<file path="config.mk">
export PLATFORM = sky130hd
export DESIGN_NAME = bsg_fpu_add_sub_rm
export DESIGN_NICKNAME = d
export VERILOG_FILES = /design/src/rtl/bsg_fpu_pkg.sv /design/src/rtl/bsg_fpu_round.sv /design/src/rtl/bsg_fpu_add_sub_rm.sv
export SDC_FILE = /design/constraint.sdc
export NUM_CORES = 1
export LEC_CHECK = 0
export ABC_CLOCK_PERIOD_IN_PS = 9650
export BUFFER_PORTS_ARGS = -buffer_cell sky130_fd_sc_hd__buf_2
export CAP_MARGIN = 20
export CORE_MARGIN = 4
export CORE_UTILIZATION = 35
export DETAILED_ROUTE_END_ITERATION = 16
export SYNTH_ARGS = -nofsm -noshare
export SYNTH_HDL_FRONTEND = slang
export SYNTH_SLANG_ARGS = --single-unit
</file>
<file path="constraint.sdc">
create_clock -name clk_i -period 9.65 [get_ports clk_i]
set_input_delay 1.93 -clock clk_i [delete_from_list [all_inputs] [get_ports clk_i]]
set_output_delay 1.93 -clock clk_i [all_outputs]
set_load 0.005 [all_outputs]
</file>
<file path="src/rtl/bsg_fpu_pkg.sv">
// Shared FPU definitions: rounding-mode encoding, exception flag bundle and
// canonical constant encodings (quiet NaN, infinity, largest finite value).
// The constant functions return 64-bit values. The caller keeps the low
// e_p+m_p+1 bits.
package bsg_fpu_pkg;

  typedef enum logic [2:0] {
    RNE = 3'd0,
    RTZ = 3'd1,
    RDN = 3'd2,
    RUP = 3'd3,
    RMM = 3'd4
  } bsg_fpu_rm_e;

  typedef struct packed {
    logic nv;     // invalid operation
    logic of;     // overflow
    logic uf;     // underflow (tiny result flushed to zero)
    logic nx;     // inexact
    logic unimp;  // unsupported mode or operand
  } bsg_fpu_eflags_s;

  // Positive quiet NaN: exponent all ones, mantissa MSB set.
  function automatic logic [63:0] bsg_fpu_qnan(input int e_p, input int m_p);
    return ((64'd1 << (e_p + 1)) - 64'd1) << (m_p - 1);
  endfunction

  // Positive infinity: exponent all ones, mantissa zero.
  function automatic logic [63:0] bsg_fpu_inf(input int e_p, input int m_p);
    return ((64'd1 << e_p) - 64'd1) << m_p;
  endfunction

  // Largest positive finite value. This is the bit pattern just below +inf.
  function automatic logic [63:0] bsg_fpu_max(input int e_p, input int m_p);
    return bsg_fpu_inf(e_p, m_p) - 64'd1;
  endfunction

endpackage

</file>
<file path="src/rtl/bsg_fpu_round.sv">
// Combinational rounder shared by the FP adder and multiplier.
// Inputs : sign_i, biased exponent exp_i (one spare MSB), fraction man_i
//          (no hidden bit), guard g_i, sticky s_i, rounding mode rm_i.
// Outputs: rounded {exp_o, man_o}. A fraction carry ripples into exp_o.
//          of_o is set when the rounded exponent reaches all-ones.
//          sat_o is the signed result to use on overflow for this mode.
//          nx_o is set when any bit below the LSB was non-zero.
module bsg_fpu_round
  import bsg_fpu_pkg::*;
#(
  parameter int e_p = 8,
  parameter int m_p = 23
) (
  input  logic             sign_i,
  input  logic [e_p:0]     exp_i,
  input  logic [m_p-1:0]   man_i,
  input  logic             g_i,
  input  logic             s_i,
  input  logic [2:0]       rm_i,
  output logic [e_p:0]     exp_o,
  output logic [m_p-1:0]   man_o,
  output logic             of_o,
  output logic [e_p+m_p:0] sat_o,
  output logic             nx_o
);

  localparam logic [63:0] inf_lp = bsg_fpu_inf(e_p, m_p);
  localparam logic [63:0] max_lp = bsg_fpu_max(e_p, m_p);

  logic                 inc;
  logic [e_p+m_p-1:0]   sat_mag;

  always_comb begin
    inc     = 1'b0;
    sat_mag = inf_lp[e_p+m_p-1:0];
    case (bsg_fpu_rm_e'(rm_i))
      RNE: inc = g_i & (s_i | man_i[0]);
      RTZ: begin
        inc     = 1'b0;
        sat_mag = max_lp[e_p+m_p-1:0];
      end
      RDN: begin
        inc     = sign_i & (g_i | s_i);
        sat_mag = sign_i ? inf_lp[e_p+m_p-1:0] : max_lp[e_p+m_p-1:0];
      end
      RUP: begin
        inc     = ~sign_i & (g_i | s_i);
        sat_mag = sign_i ? max_lp[e_p+m_p-1:0] : inf_lp[e_p+m_p-1:0];
      end
      RMM: inc = g_i;
      default: inc = 1'b0;
    endcase
  end

  // Exponent and fraction are incremented as one word, so a fraction carry
  // bumps the exponent.
  assign {exp_o, man_o} = {exp_i, man_i} + (e_p + m_p + 1)'(inc);
  assign of_o  = (exp_o >= {1'b0, {e_p{1'b1}}});
  assign sat_o = {sign_i, sat_mag};
  assign nx_o  = g_i | s_i;

endmodule

</file>
<file path="src/rtl/bsg_fpu_add_sub_rm.sv">
// Three-stage floating-point adder/subtractor with dynamic rounding mode.
// Stage 1: classify operands, select the larger magnitude, align the
//          smaller operand with guard/round/sticky bits, and resolve special
//          results.
// Stage 2: add or subtract the mantissas.
// Stage 3: normalise, round, and pick the result by priority.
// Ports: clk_i/reset_i (sync, active high), en_i global enable,
//        v_i/ready_o input handshake, a_i/b_i/sub_i/rm_i/tag_i operation,
//        v_o/yumi_i output handshake, z_o/tag_o result, and flags
//        unimplemented_o, invalid_o, overflow_o, underflow_o, inexact_o.
// Handshake: an input transfers when v_i & ready_o at a rising edge. A result
// leaves when v_o & yumi_i & en_i. A held result (v_o & ~yumi_i) or en_i=0
// freezes all three stages together, and ready_o drops.
module bsg_fpu_add_sub_rm
  import bsg_fpu_pkg::*;
#(
  parameter int e_p         = 8,
  parameter int m_p         = 23,
  parameter int tag_width_p = 4,
  parameter bit ftz_p       = 1'b1
) (
  input  logic                   clk_i,
  input  logic                   reset_i,
  input  logic                   en_i,
  input  logic                   v_i,
  input  logic [e_p+m_p:0]       a_i,
  input  logic [e_p+m_p:0]       b_i,
  input  logic                   sub_i,
  input  logic [2:0]             rm_i,
  input  logic [tag_width_p-1:0] tag_i,
  output logic                   ready_o,
  output logic                   v_o,
  output logic [e_p+m_p:0]       z_o,
  output logic [tag_width_p-1:0] tag_o,
  output logic                   unimplemented_o,
  output logic                   invalid_o,
  output logic                   overflow_o,
  output logic                   underflow_o,
  output logic                   inexact_o,
  input  logic                   yumi_i
);

  localparam int w_lp   = e_p + m_p + 1;
  localparam int aw_lp  = m_p + 4;   // hidden bit + fraction + G/R/S
  localparam int sw_lp  = m_p + 5;   // aligned width + carry
  localparam int lzw_lp = $clog2(sw_lp + 1);
  localparam logic [63:0] qnan_lp = bsg_fpu_qnan(e_p, m_p);
  localparam logic [63:0] inf_lp  = bsg_fpu_inf(e_p, m_p);

  logic v_1, v_2, v_3, stall, advance;
  assign stall   = v_3 & ~yumi_i;
  assign advance = ~stall & en_i;
  assign ready_o = advance;
  assign v_o     = v_3;

  // ---------------- stage 1: classify and align ----------------
  logic             sa, sb, eff_sub, a_ge;
  logic [e_p-1:0]   ea, eb, e_l, e_s, diff;
  logic [m_p-1:0]   fa, fb;
  logic             a_ez, b_ez, a_nan, b_nan, a_snan, b_snan, a_inf, b_inf, a_den, b_den;
  logic [e_p+m_p-1:0] a_mag, b_mag;
  logic [m_p:0]     m_a, m_b, m_l, m_s;
  logic [2*aw_lp-1:0] sh;
  logic [aw_lp-1:0] aligned;

  assign sa = a_i[w_lp-1];
  assign sb = b_i[w_lp-1] ^ sub_i;   // effective sign of B
  assign ea = a_i[w_lp-2 -: e_p];
  assign eb = b_i[w_lp-2 -: e_p];
  assign fa = a_i[m_p-1:0];
  assign fb = b_i[m_p-1:0];

  assign a_ez   = (ea == '0);
  assign b_ez   = (eb == '0);
  assign a_nan  = (&ea) & (|fa);
  assign b_nan  = (&eb) & (|fb);
  assign a_snan = a_nan & ~fa[m_p-1];
  assign b_snan = b_nan & ~fb[m_p-1];
  assign a_inf  = (&ea) & ~(|fa);
  assign b_inf  = (&eb) & ~(|fb);
  assign a_den  = a_ez & (|fa);
  assign b_den  = b_ez & (|fb);

  // Denormals enter the datapath as zero. When they are not flushed, the
  // special-case logic below overrides the result anyway.
  assign a_mag   = a_ez ? '0 : a_i[w_lp-2:0];
  assign b_mag   = b_ez ? '0 : b_i[w_lp-2:0];
  assign m_a     = a_ez ? '0 : {1'b1, fa};
  assign m_b     = b_ez ? '0 : {1'b1, fb};
  assign a_ge    = (a_mag >= b_mag);
  assign eff_sub = sa ^ sb;

  always_comb begin
    e_l  = a_ge ? ea : eb;
    e_s  = a_ge ? eb : ea;
    m_l  = a_ge ? m_a : m_b;
    m_s  = a_ge ? m_b : m_a;
    diff = e_l - e_s;
    sh   = {m_s, 3'b000, {aw_lp{1'b0}}} >> diff;
    // Beyond the aligned width the whole operand collapses into sticky.
    if (int'(diff) >= aw_lp) aligned = {{(aw_lp-1){1'b0}}, |m_s};
    else                     aligned = {sh[2*aw_lp-1:aw_lp+1], sh[aw_lp] | (|sh[aw_lp-1:0])};
  end

  logic            spec;
  logic [w_lp-1:0] spec_z;
  bsg_fpu_eflags_s spec_f;

  always_comb begin
    spec   = 1'b1;
    spec_z = qnan_lp[w_lp-1:0];
    spec_f = '0;
    if (a_snan | b_snan)                         spec_f.nv = 1'b1;
    else if (a_nan | b_nan)                      spec_f    = '0;
    else if (a_inf & b_inf & eff_sub)            spec_f.nv = 1'b1;
    else if (a_inf | b_inf)                      spec_z    = {a_inf ? sa : sb, inf_lp[w_lp-2:0]};
    else if (rm_i > 3'd4)                        spec_f.unimp = 1'b1;
    else if (!ftz_p && (a_den | b_den))          spec_f.unimp = 1'b1;
    else                                         spec = 1'b0;
  end

  logic                   s1_eff_sub, s1_sign, s1_zsign, s1_spec;
  logic [e_p-1:0]         s1_el;
  logic [aw_lp-1:0]       s1_ml, s1_ms;
  logic [w_lp-1:0]        s1_spec_z;
  bsg_fpu_eflags_s        s1_spec_f;
  logic [2:0]             s1_rm;
  logic [tag_width_p-1:0] s1_tag;

  // ---------------- stage 2: mantissa add/subtract ----------------
  logic [sw_lp-1:0]       sum;
  assign sum = s1_eff_sub ? ({1'b0, s1_ml} - {1'b0, s1_ms}) : ({1'b0, s1_ml} + {1'b0, s1_ms});

  logic                   s2_sign, s2_zsign, s2_spec;
  logic [e_p-1:0]         s2_el;
  logic [sw_lp-1:0]       s2_sum;
  logic [w_lp-1:0]        s2_spec_z;
  bsg_fpu_eflags_s        s2_spec_f;
  logic [2:0]             s2_rm;
  logic [tag_width_p-1:0] s2_tag;

  // Payload registers: they load only with a valid beat and need no reset.
  always_ff @(posedge clk_i) begin
    if (advance && v_i) begin
      s1_eff_sub <= eff_sub;
      s1_sign    <= a_ge ? sa : sb;
      // An exact zero keeps a shared sign. Opposite signs give +0, or -0 in RDN.
      s1_zsign   <= eff_sub ? (bsg_fpu_rm_e'(rm_i) == RDN) : sa;
      s1_el      <= e_l;
      s1_ml      <= {m_l, 3'b000};
      s1_ms      <= aligned;
      s1_spec    <= spec;
      s1_spec_z  <= spec_z;
      s1_spec_f  <= spec_f;
      s1_rm      <= rm_i;
      s1_tag     <= tag_i;
    end
    if (advance && v_1) begin
      s2_sign   <= s1_sign;
      s2_zsign  <= s1_zsign;
      s2_el     <= s1_el;
      s2_sum    <= sum;
      s2_spec   <= s1_spec;
      s2_spec_z <= s1_spec_z;
      s2_spec_f <= s1_spec_f;
      s2_rm     <= s1_rm;
      s2_tag    <= s1_tag;
    end
  end

  // ---------------- stage 3: normalise, round, select ----------------
  logic [lzw_lp-1:0] lz;
  logic [sw_lp-1:0]  norm;
  logic [e_p+1:0]    en;
  logic              uf;

  always_comb begin
    lz = lzw_lp'(sw_lp);
    for (int i = 0; i < sw_lp; i++) begin
      if (s2_sum[i]) lz = lzw_lp'(sw_lp - 1 - i);
    end
  end

  // The sum's MSB is the carry position, so the exponent is el + 1 - lz.
  // A negative or zero exponent means the result is too small to represent.
  assign norm = s2_sum << lz;
  assign en   = {2'b00, s2_el} + (e_p + 2)'(1) - (e_p + 2)'(lz);
  assign uf   = en[e_p+1] | (en == '0);

  logic [e_p:0]     rnd_exp;
  logic [m_p-1:0]   rnd_man;
  logic             rnd_of, rnd_nx;
  logic [w_lp-1:0]  rnd_sat;

  bsg_fpu_round #(.e_p(e_p), .m_p(m_p)) round (
    .sign_i (s2_sign),
    .exp_i  (en[e_p:0]),
    .man_i  (norm[sw_lp-2:4]),
    .g_i    (norm[3]),
    .s_i    (|norm[2:0]),
    .rm_i   (s2_rm),
    .exp_o  (rnd_exp),
    .man_o  (rnd_man),
    .of_o   (rnd_of),
    .sat_o  (rnd_sat),
    .nx_o   (rnd_nx)
  );

  logic [w_lp-1:0] z_n;
  bsg_fpu_eflags_s f_n;

  always_comb begin
    z_n    = {s2_sign, rnd_exp[e_p-1:0], rnd_man};
    f_n    = '0;
    f_n.nx = rnd_nx;
    if (s2_spec) begin
      z_n = s2_spec_z;
      f_n = s2_spec_f;
    end else if (s2_sum == '0) begin
      z_n = {s2_zsign, {(w_lp-1){1'b0}}};
      f_n = '0;
    end else if (uf) begin
      z_n    = {s2_sign, {(w_lp-1){1'b0}}};
      f_n.uf = 1'b1;
      f_n.nx = 1'b1;
    end else if (rnd_of) begin
      z_n    = rnd_sat;
      f_n.of = 1'b1;
      f_n.nx = 1'b1;
    end
  end

  bsg_fpu_eflags_s s3_f;

  always_ff @(posedge clk_i) begin
    if (reset_i) begin
      v_1   <= 1'b0;
      v_2   <= 1'b0;
      v_3   <= 1'b0;
      z_o   <= '0;
      tag_o <= '0;
      s3_f  <= '0;
    end else if (advance) begin
      v_1 <= v_i;
      v_2 <= v_1;
      v_3 <= v_2;
      if (v_2) begin
        z_o   <= z_n;
        tag_o <= s2_tag;
        s3_f  <= f_n;
      end
    end
  end

  assign invalid_o       = s3_f.nv;
  assign overflow_o      = s3_f.of;
  assign underflow_o     = s3_f.uf;
  assign inexact_o       = s3_f.nx;
  assign unimplemented_o = s3_f.unimp;

endmodule

</file>
Word level (Yosys, flattened, before mapping) --
Index checks and enable logic that the tools add are counted.
Word-level totals: flip-flop bits (word level) 234, bits of input ports 77, output and inout port bits 43
Operators by class: add/subtract/negate cells 6, magnitude comparators 4, eq/ne operators 5, shift operators 2, muxes and demuxes 60, bitwise operators 30, reduce and logical (&&, ||, !) cells 18
Operators with widths (number):
- two-way mux 24 bit | 6
- two-way mux 5 bit | 28
- two-way mux 31 bit | 4
- one-hot mux 31 bit (3 select lines) | 1
- two-way mux 32 bit | 2
- right shift 54 x 8 -> 54 bit | 1
- OR reduction 23 bit | 2
- adder 32 x 1 -> 32 bit | 1
- greater-or-equal comparator 31 bit | 1
- adder 27 x 27 -> 28 bit | 1
- zero test 28 bit | 1
- two-way mux 28 bit | 1
- left shift 28 x 5 -> 27 bit | 1
- subtractor 27 x 27 -> 28 bit | 1
- OR reduction 27 bit | 1
- OR reduction 24 bit | 1
- two-way mux 23 bit | 1
- zero test 8 bit | 2
- two-way mux 8 bit | 2
- AND reduction 8 bit | 2
- bitwise AND 1 bit | 13
- two-way mux 1 bit | 12
- zero test 10 bit | 1
- subtractor 9 x 5 -> 10 bit | 1
- 18 further kinds | 38

Longest topological paths before layout --
Gate-level depths: netlist of run 1.
depth after elaboration 39, mapped depth 32, gate-level depth less buffers 26

Hierarchy --
A second synthesis of run 1 with hierarchy kept.
Second synthesis, totals: cell total of the unflattened synthesis 1974, area, all modules 16105.4 um2
Modules (own cells, without submodules):
- bsg_fpu_add_sub_rm | instances 1, cells an instance 1816, area an instance 14996.9 um2, seq. area each 4604.4 um2
- bsg_fpu_round | instances 1, cells an instance 158, area an instance 1108.6 um2, seq. area each 0.0 um2

Worst setup path after synthesis of run 1 --
Ideal clock, no wire load.
path kind input port to flip-flop, start point input port b_i[26], end point register s1_ms[0], data pin, arrival time 9.042 ns, required time 9.481 ns, slack 0.439 ns, stages on the path 30, buffers on the path 7, cell sequence clkbuf_1 > nor4_1 > nand2_1 > clkbuf_1 > clkbuf_1 > buf_1 > nand2_1 > ha_1 > a21oi_1 > o21a_1 > o22ai_1 > o41a_1 > nor3_1 > clkbuf_1 > buf_1 > clkbuf_1 > a21oi_1 > ha_1 > nor3_1 > nor2_1 > maj3_1 > mux2i_1 > xor2_1 > nand2_1 > o32ai_1 > nor4b_1 > and4_1 > a221oi_1 > nor2_1 > o31ai_1
Between the ends: word-level cells in the longest chain between the ends 9, elaborated cells on any way between the ends 14, those cells by class 1 x add/sub; 2 x order compare; 1 x shift; 6 x mux; 1 x bitwise; 3 x reduce/logical
Ends and longest elaborated chain:
- start: declaration | line bsg_fpu_add_sub_rm.sv:27 | input logic [e_p+m_p:0] b_i,
- zero test 8 bit | line bsg_fpu_add_sub_rm.sv:74 | assign b_ez = (eb == '0);
- two-way mux 31 bit | line bsg_fpu_add_sub_rm.sv:87 | assign b_mag = b_ez ? '0 : b_i[w_lp-2:0];
- greater-or-equal comparator 31 bit | line bsg_fpu_add_sub_rm.sv:90 | assign a_ge = (a_mag >= b_mag);
- two-way mux 8 bit (on tied branches) | line bsg_fpu_add_sub_rm.sv:94, bsg_fpu_add_sub_rm.sv:95
- subtractor 8 bit | line bsg_fpu_add_sub_rm.sv:98 | diff = e_l - e_s;
- right shift 54 x 8 -> 54 bit | line bsg_fpu_add_sub_rm.sv:99 | sh = {m_s, 3'b000, {aw_lp{1'b0}}} >> diff;
- OR reduction 27 bit | line bsg_fpu_add_sub_rm.sv:102 | else aligned = {sh[2*aw_lp-1:aw_lp+1], sh[aw_lp] | (|sh[aw_lp-1:0])};
- OR 1 bit | line bsg_fpu_add_sub_rm.sv:102
- two-way mux 1 bit (*) | line bsg_fpu_add_sub_rm.sv:101 | if (int'(diff) >= aw_lp) aligned = {{(aw_lp-1){1'b0}}, |m_s};
- named net aligned[0] | line bsg_fpu_add_sub_rm.sv:64 | logic [aw_lp-1:0] aligned;
- end signal: assignment | line bsg_fpu_add_sub_rm.sv:151 | s1_ms <= aligned;
- end: declaration | line bsg_fpu_add_sub_rm.sv:124 | logic [aw_lp-1:0] s1_ml, s1_ms;
Mark *: on every way through the listed nets, which the timed path passes. The rest lies on a longest branch. A chain may end at the register's enable or synchronous reset.

Worst setup path after layout of run 1 --
start point input port a_i[27], end point register s1_ms[23], data pin
Between the ends: word-level cells in the longest chain between the ends 6, elaborated cells on any way between the ends 10, those cells by class 1 x add/sub; 2 x order compare; 1 x shift; 5 x mux; 1 x reduce/logical
Ends and longest elaborated chain:
- start: declaration | line bsg_fpu_add_sub_rm.sv:26 | input logic [e_p+m_p:0] a_i,
- zero test 8 bit | line bsg_fpu_add_sub_rm.sv:73 | assign a_ez = (ea == '0);
- two-way mux 31 bit | line bsg_fpu_add_sub_rm.sv:86 | assign a_mag = a_ez ? '0 : a_i[w_lp-2:0];
- greater-or-equal comparator 31 bit | line bsg_fpu_add_sub_rm.sv:90
- two-way mux 8 bit (on tied branches) | line bsg_fpu_add_sub_rm.sv:94, bsg_fpu_add_sub_rm.sv:95
- subtractor 8 bit | line bsg_fpu_add_sub_rm.sv:98
- right shift 54 x 8 -> 54 bit / greater-or-equal comparator 8 x 5 -> 1 bit (equally long branches) | line bsg_fpu_add_sub_rm.sv:99, bsg_fpu_add_sub_rm.sv:101
Several ways; a longest one is shown, not always the timed one.

==> qor.yml, run 1 <==
status: "finished, final reports clean"
async_reset_ff_share_pct: 0
fp-row-count: 76
io_pins: 120
multiInputGateArea_mm2: 0.009759
p_seq_share_pct: 35.9
fillers: 4361
die_x_um: 216.6
drc: 0
hold_viol: 0
grt_pass1_vias: 13580
vias_per_cell: 5.648
yosys_register_bits: 168
worstPathMaxFanout: 22
wirelength_um: 46550
layout_min_cycle_time_ps: 8151
max_stage_delay_ps: 740
first_pass_iters: 5
grt_max_degree: 75
cts_sinks: 168
root_buffer: "clkbuf_16"
holdCritPathClass: "flop to flop"
seq_area_frac_synth_pct: 30.23
slew_headroom_pct: 27.02
gp_congestion: 0.9481
combPwrFrac_pct: 34.0
postSynthAreaPerCell_um2: 8.199
crit_path_end_kind: "flop"
synthesis.nets: 2034
clk_pin_slew_ps: 80
dieArea_mm2: 0.04693
avgRoutedWirePerCell_um: 18.55
portBuffers: 119
crit_required_ps: 9920
antenna_found_initial: 0
drive_gt1_share_pct: 13.09
diodes: 0
synth_edf_count: 124
final_antenna_net_count: 0
skew_ps: 17.92
clock_latency_ps: 440
p_switching_uw: 867.4
vias: 14180
regArea_mm2: 0.004604
p_int_uw: 1479
fin_util_pct: 39.36
ir_drop_uv: 97.57
worst_pin_slew_ps: 1083
yosys_warnings: 0
slew_violations: 0
syn_area_mm2: 0.01523
ys_types: 102
dp_hpwl_um: 36900
finalSetupViolCount: 0
fin_crit_sh_pct: 84.46
start_util_pct: 35.36
grt_pass1_wl_um: 73870
synth_ff_type: "edfxtp_1"
reg2reg_slack_ps: 2930
leakage_uw: 0.006884
pwr-share-clk_pct: 30.0
max_freq_mhz: 122.7
ctsResizeCount: 0
grt-ovfl-total: 0
worst-path-buf-inv: 5
critPathSlowestCell: "or4_1"
start_kind: "input pin"
power.density_mw_per_mm2: 138.4
area_delta_synth_final_pct: 11.30
drt_iter0_drc: 1081
grt_use_total_pct: 19.35
cap_viol_max_count: 0
fp.coreArea_mm2: 0.04308
die_y_um: 216.6
criticalPathCategory: "input pin to flop"
tns_ps: 0
stdcell_count: 2510
cts_setup_buffers: 0
htree_levels: 4
cp_top_family: "simple AND/OR/NAND/NOR gates"
sw_frac_of_total_pct: 36.97
rsz0062_at_grt: "false"
arrival_ps: 8420
netlist_instances: 1858
cts_tree: "built"
hold_buffers: 0
numCtsBuffers: 17
dp_cells: 2477
cts_max_path_buffers: 2
final_nets: 2088
synth_stat cells (11+ instances only):
cell type | n | area [um^2]
ha_1 | 97 | 1214
a21o_1 | 20 | 150.1
o211ai_1 | 16 | 120.1
nand3_1 | 86 | 430.4
mux2i_1 | 65 | 650.6
o21ai_0 | 152 | 760.7
nor2_1 | 146 | 548.0
a221o_1 | 22 | 220.2
edfxtp_1 | 124 | 3724
nor4_1 | 28 | 175.2
o31ai_1 | 11 | 82.58
and3_1 | 18 | 112.6
o21bai_1 | 12 | 90.09
dfxtp_1 | 44 | 880.8
xnor2_1 | 45 | 394.1
a21oi_1 | 108 | 540.5
and2_1 | 23 | 143.9
buf_2 | 13 | 65.06
xor2_1 | 25 | 219.0
nand4_1 | 17 | 106.4
o22ai_1 | 12 | 75.07
clkbuf_1 | 86 | 322.8
o21a_1 | 11 | 82.58
a31oi_1 | 22 | 137.6
nor2b_1 | 20 | 125.1
mux2_2 | 13 | 146.4
inv_1 | 107 | 401.6
nor3_1 | 45 | 225.2
or3_1 | 11 | 68.82
nand2_1 | 235 | 882.1
nand2b_1 | 21 | 131.4
cells by family (layout without fill, tap and decap cells):
kind of cell / Yosys count / in the layout / share of synthesized area [%]
and+or+nand+nor: 706 / 706 / 22.91
AOI/OAI and AO/OA: 500 / 500 / 21.52
buffers and inverters: 222 / 289 / 5.914
DFF: 168 / 168 / 30.23
adders and majority gates: 102 / 102 / 8.427
muxes: 90 / 90 / 6.982
xor gates and xnor gates: 70 / 70 / 4.025
sequential cells by signal (all words and copies together) (netlist names), 2 cells and up:
register / count
s1_tag: 4
tag_o: 4
s1_spec_f: 2
s2_el: 8
s2_rm: 3
s1_ms: 27
s1_el: 8
s1_spec_z: 2
z_o: 32
s2_spec_f: 2
s2_sum: 28
s1_rm: 3
s1_ml: 24
s2_spec_z: 2
s2_tag: 4
area by class of cell:
class,instances,area share (%)
Sequential cell,168,27.16
Inverter,109,2.413
Tap cell,585,4.317
Clock inverter,15,1.203
Multi-Input combinational cell,1468,57.56
Clock buffer,17,2.509
Timing Repair Buffer,148,4.841
power groups by stage:
| stage | Sequential [uW] | Combinational [uW] | Clock (uW) |
|---|---|---|---|
| 3_3_place_gp | 858 | 780 | 0 |
| 2_1_floorplan | 847 | 573 | 0 |
| 5_1_grt | 847 | 877 | 750 |
| 4_1_cts | 843 | 787 | 718 |
| 6_report | 843 | 799 | 705 |
| 3_5_place_dp | 859 | 783 | 0 |
placed cells by master (no fill, tap or decap), types with 21 or more instances in the layout:
| cell type | Yosys | final |
|---|---|---|
| dfxtp_1 | 44 | 44 |
| edfxtp_1 | 124 | 124 |
| a31oi_1 | 22 | 22 |
| xor2_1 | 25 | 24 |
| and2_1 | 23 | 21 |
| a221o_1 | 22 | 22 |
| buf_2 | 13 | 119 |
| xnor2_1 | 45 | 44 |
| a21oi_1 | 108 | 108 |
| inv_1 | 107 | 107 |
| mux2i_1 | 65 | 65 |
| nand2b_1 | 21 | 21 |
| nor2_1 | 146 | 145 |
| nor4_1 | 28 | 28 |
| nand3_1 | 86 | 86 |
| nor3_1 | 45 | 44 |
| buf_4 | 1 | 28 |
| o21ai_0 | 152 | 152 |
| ha_1 | 97 | 97 |
| nand2_1 | 235 | 235 |
stage by stage:
step | hold slack (ps) | total power, uW | setup slack, ps | cell area (um^2)
5_1_grt | 428.6 | 2474 | 868.3 | 16960
4_1_cts | 420.8 | 2348 | 1384 | 16940
2_1_floorplan | 400.3 | 1420 | 439.1 | 15230
3_5_place_dp | 404.5 | 1642 | 964.4 | 16310
3_3_place_gp | 402.5 | 1638 | 1110 | 16310
6_report | 417.1 | 2346 | 1499 | 16960
metal layers:
layer	track usage [%]	share of wire [%]	routed length, um	vias to the layer above
met4	7.830	3.5	1646	0
met1	25.01	44	20460	6686
li1	-	-	-	6929
met2	32.92	48	22180	480
met3	2.342	4.9	2268	81
met5	0	0	0	-
final timing paths:
kind | startpoint | to | cells after the start
setup reg to reg | s2_sum[20] | z_o[13] | 20
setup / recovery | a_i[27] | s1_ms[23] | 28
hold reg to reg | s1_el[6] | s2_el[6] | 0
hold / removal | s1_el[6] | s2_el[6] | 0
Power figures use the tool's default switching activity.
==> run 2, diff against run 1 <==
--- a/config.mk
+++ b/config.mk
@@ -5,7 +5,7 @@
 export SDC_FILE = /design/constraint.sdc
 export NUM_CORES = 1
 export LEC_CHECK = 0
-export ABC_CLOCK_PERIOD_IN_PS = 9650
+export ABC_CLOCK_PERIOD_IN_PS = 7970
 export BUFFER_PORTS_ARGS = -buffer_cell sky130_fd_sc_hd__buf_2
 export CAP_MARGIN = 20
 export CORE_MARGIN = 4
==> constraint.sdc (replaced) <==
create_clock -name clk_i -period 7.97 [get_ports clk_i]
set_input_delay 1.594 -clock clk_i [delete_from_list [all_inputs] [get_ports clk_i]]
set_output_delay 1.594 -clock clk_i [all_outputs]
set_load 0.005 [all_outputs]
==> run 2 against run 1 <==
  * Die area did not move
  * Via count shrank 1.0%
  * Sequential power grew 21%
  * Sequential share of layout area decreased by 0.12 points
  * Global-route usage down 0.69 points
  * Critical endpoint unchanged
==> qor.yml, run 2 (synthesis gave the netlist of run 1 again) <==
grt.met3_usage_pct: 2.201  # -0.14 points
fin_crit_sh_pct: 89.76
first_pass_iters: 5  # unchanged
diodes: 0  # unchanged
wirelength_um: 44890  # -3.6%
numCtsBuffers: 17  # unchanged
cap_viol_max_count: 0  # unchanged
clock_latency_ps: 440  # about the same
dp_slack_ps: 403.5  # -560.9 ps
drc: 0  # unchanged
dieArea_mm2: 0.04693  # unchanged
fp-row-count: 76  # unchanged
crit_path_end_kind: "flop"
die_y_um: 216.6  # unchanged
final_area_mm2: 0.01703  # +0.46%
hold_buffers: 0  # unchanged
use_met1_pct: 25.07  # +0.057 points
busiest_layer: "met2"
slew_violations: 0  # unchanged
vias_per_cell: 5.578  # -1.2%
dp_hpwl_um: 35360  # -4.2%
fp.coreArea_mm2: 0.04308  # unchanged
die_x_um: 216.6  # unchanged
placed_area_mm2: 0.01638  # +0.41%
io_pins: 120  # unchanged
grt_max_degree: 75  # unchanged
clk_pin_slew_ps: 80  # about the same
antenna_found_initial: 0  # unchanged
grt_pass1_vias: 13430  # -1.2%
root_buffer: "clkbuf_16"
power_uw: 2857  # +22%
final_common_cell: "nand2_1"
worstPathMaxFanout: 36  # +64%
drive_gt1_share_pct: 13.42  # +0.33 points
grt_use_met2_pct: 31.50  # -1.4 points
final_antenna_net_count: 0  # unchanged
ir_drop_uv: 102.8  # +5.3%
drt_iter0_drc: 1167  # +8.0%
cts_setup_buffers: 0  # unchanged
grt_use_total_pct: 18.66  # -0.69 points
fin_ws_ps: 816.3  # -683.1 ps
start_kind: "input pin"
largest_reg_flops: 32  # unchanged
ctsResizeCount: 0  # unchanged
cts_tree: "built"
hold_viol: 0  # unchanged
leakage_uw: 0.006912  # +0.41%
final_nets: 2093  # +0.24%
regMostFlops: "z_o"
layout_min_cycle_time_ps: 7154
skew_ps: 14.21  # -3.715 ps
power.density_mw_per_mm2: 167.8  # +21%
fillers: 4344  # -0.39%
cts_max_path_buffers: 2  # unchanged
area_delta_synth_final_pct: 11.81
slew_headroom_pct: 28.44  # +1.4 points
arrival_ps: 7430  # -990 ps
finalSetupViolCount: 0  # unchanged
crit_required_ps: 8250  # -1670 ps
gp_congestion: 0.9988  # +5.3%
criticalPathCategory: "input pin to flop"
portBuffers: 119  # unchanged
max_freq_mhz: 139.8
start_util_pct: 35.36  # unchanged
avgRoutedWirePerCell_um: 17.85  # -3.8%
htree_levels: 4  # unchanged
final_cell_mix: "nand2_1 (235), o21ai_0 (152), nor2_1 (145)"
rsz0062_at_grt: "false"
status: "finished, final reports clean"
fin_util_pct: 39.54  # +0.18 points
grt_pass1_wl_um: 72070  # -2.4%
vias: 14030  # -1.0%
holdCritPathClass: "flop to flop"
grt-ovfl-total: 0  # unchanged
reg_top3: "z_o x32, s2_sum x28, s1_ms x27"
tns_ps: 0  # unchanged
worst_pin_slew_ps: 1062  # -21.12 ps
cts_sinks: 168  # unchanged
## run 2: path summary, 6_finish.rpt
kind | from | endpoint | slack, ps | cells after the start
hold reg to reg | s1_sign | s2_sign | 420 | 0
setup reg to reg | s2_sum[15] | z_o[0] | 1460 | 20
hold / removal | s1_sign | s2_sign | 420 | 0
setup / recovery | a_i[25] | s1_ms[23] | 820 | 27
## run 2: area by class of cell
class	count	area, um^2	area share (%)
flip-flops and latches	168	4604	27.03
clock inverters	15	209.0	1.227
repair buffers	153	875.8	5.142
clock buffers	17	425.4	2.498
inverters	109	409.1	2.402
well taps	585	732.0	4.297
multi-input cells	1468	9777	57.40
## run 2: routing by layer
layer / part of all wire [%] / vias to the layer above
met5: 0 / -
met4: 2.7 / 0
met3: 4.7 / 75
met2: 47 / 429
met1: 45 / 6585
li1: - / 6940
## run 2: per-stage QoR
step,hold slack (ps),instances
global route,420.5,2515
CTS,416.9,2514
global placement,402.9,2482
floorplan,400.3,1858
detailed placement,404.5,2482
finish,416.4,2515
## run 2: worst max-delay path, cell delays in order
cell	delay [ps]
buf_2	180
nor4_1	290
nand2_1	90
buf_4	260
and2_1	250
ha_1	300
nand4_1	160
or2_2	330
a2111oi_0	310
o41a_1	330
nor3_4	70
nor2_1	120
a21oi_1	50
ha_1	220
nor3_1	200
nor2_1	70
maj3_1	360
mux2i_2	240
o22ai_1	130
a22oi_1	190
o21ai_0	100
a21oi_1	160
xnor2_1	170
or4_1	570
inv_1	170
nand3_1	280
nor3_1	220
## run 2: power by group
group	switching, uW	leakage [uW]	internal [uW]
combinational	597	0.00512	374
sequential	28.2	0.00149	990
clock	431	0.000304	437
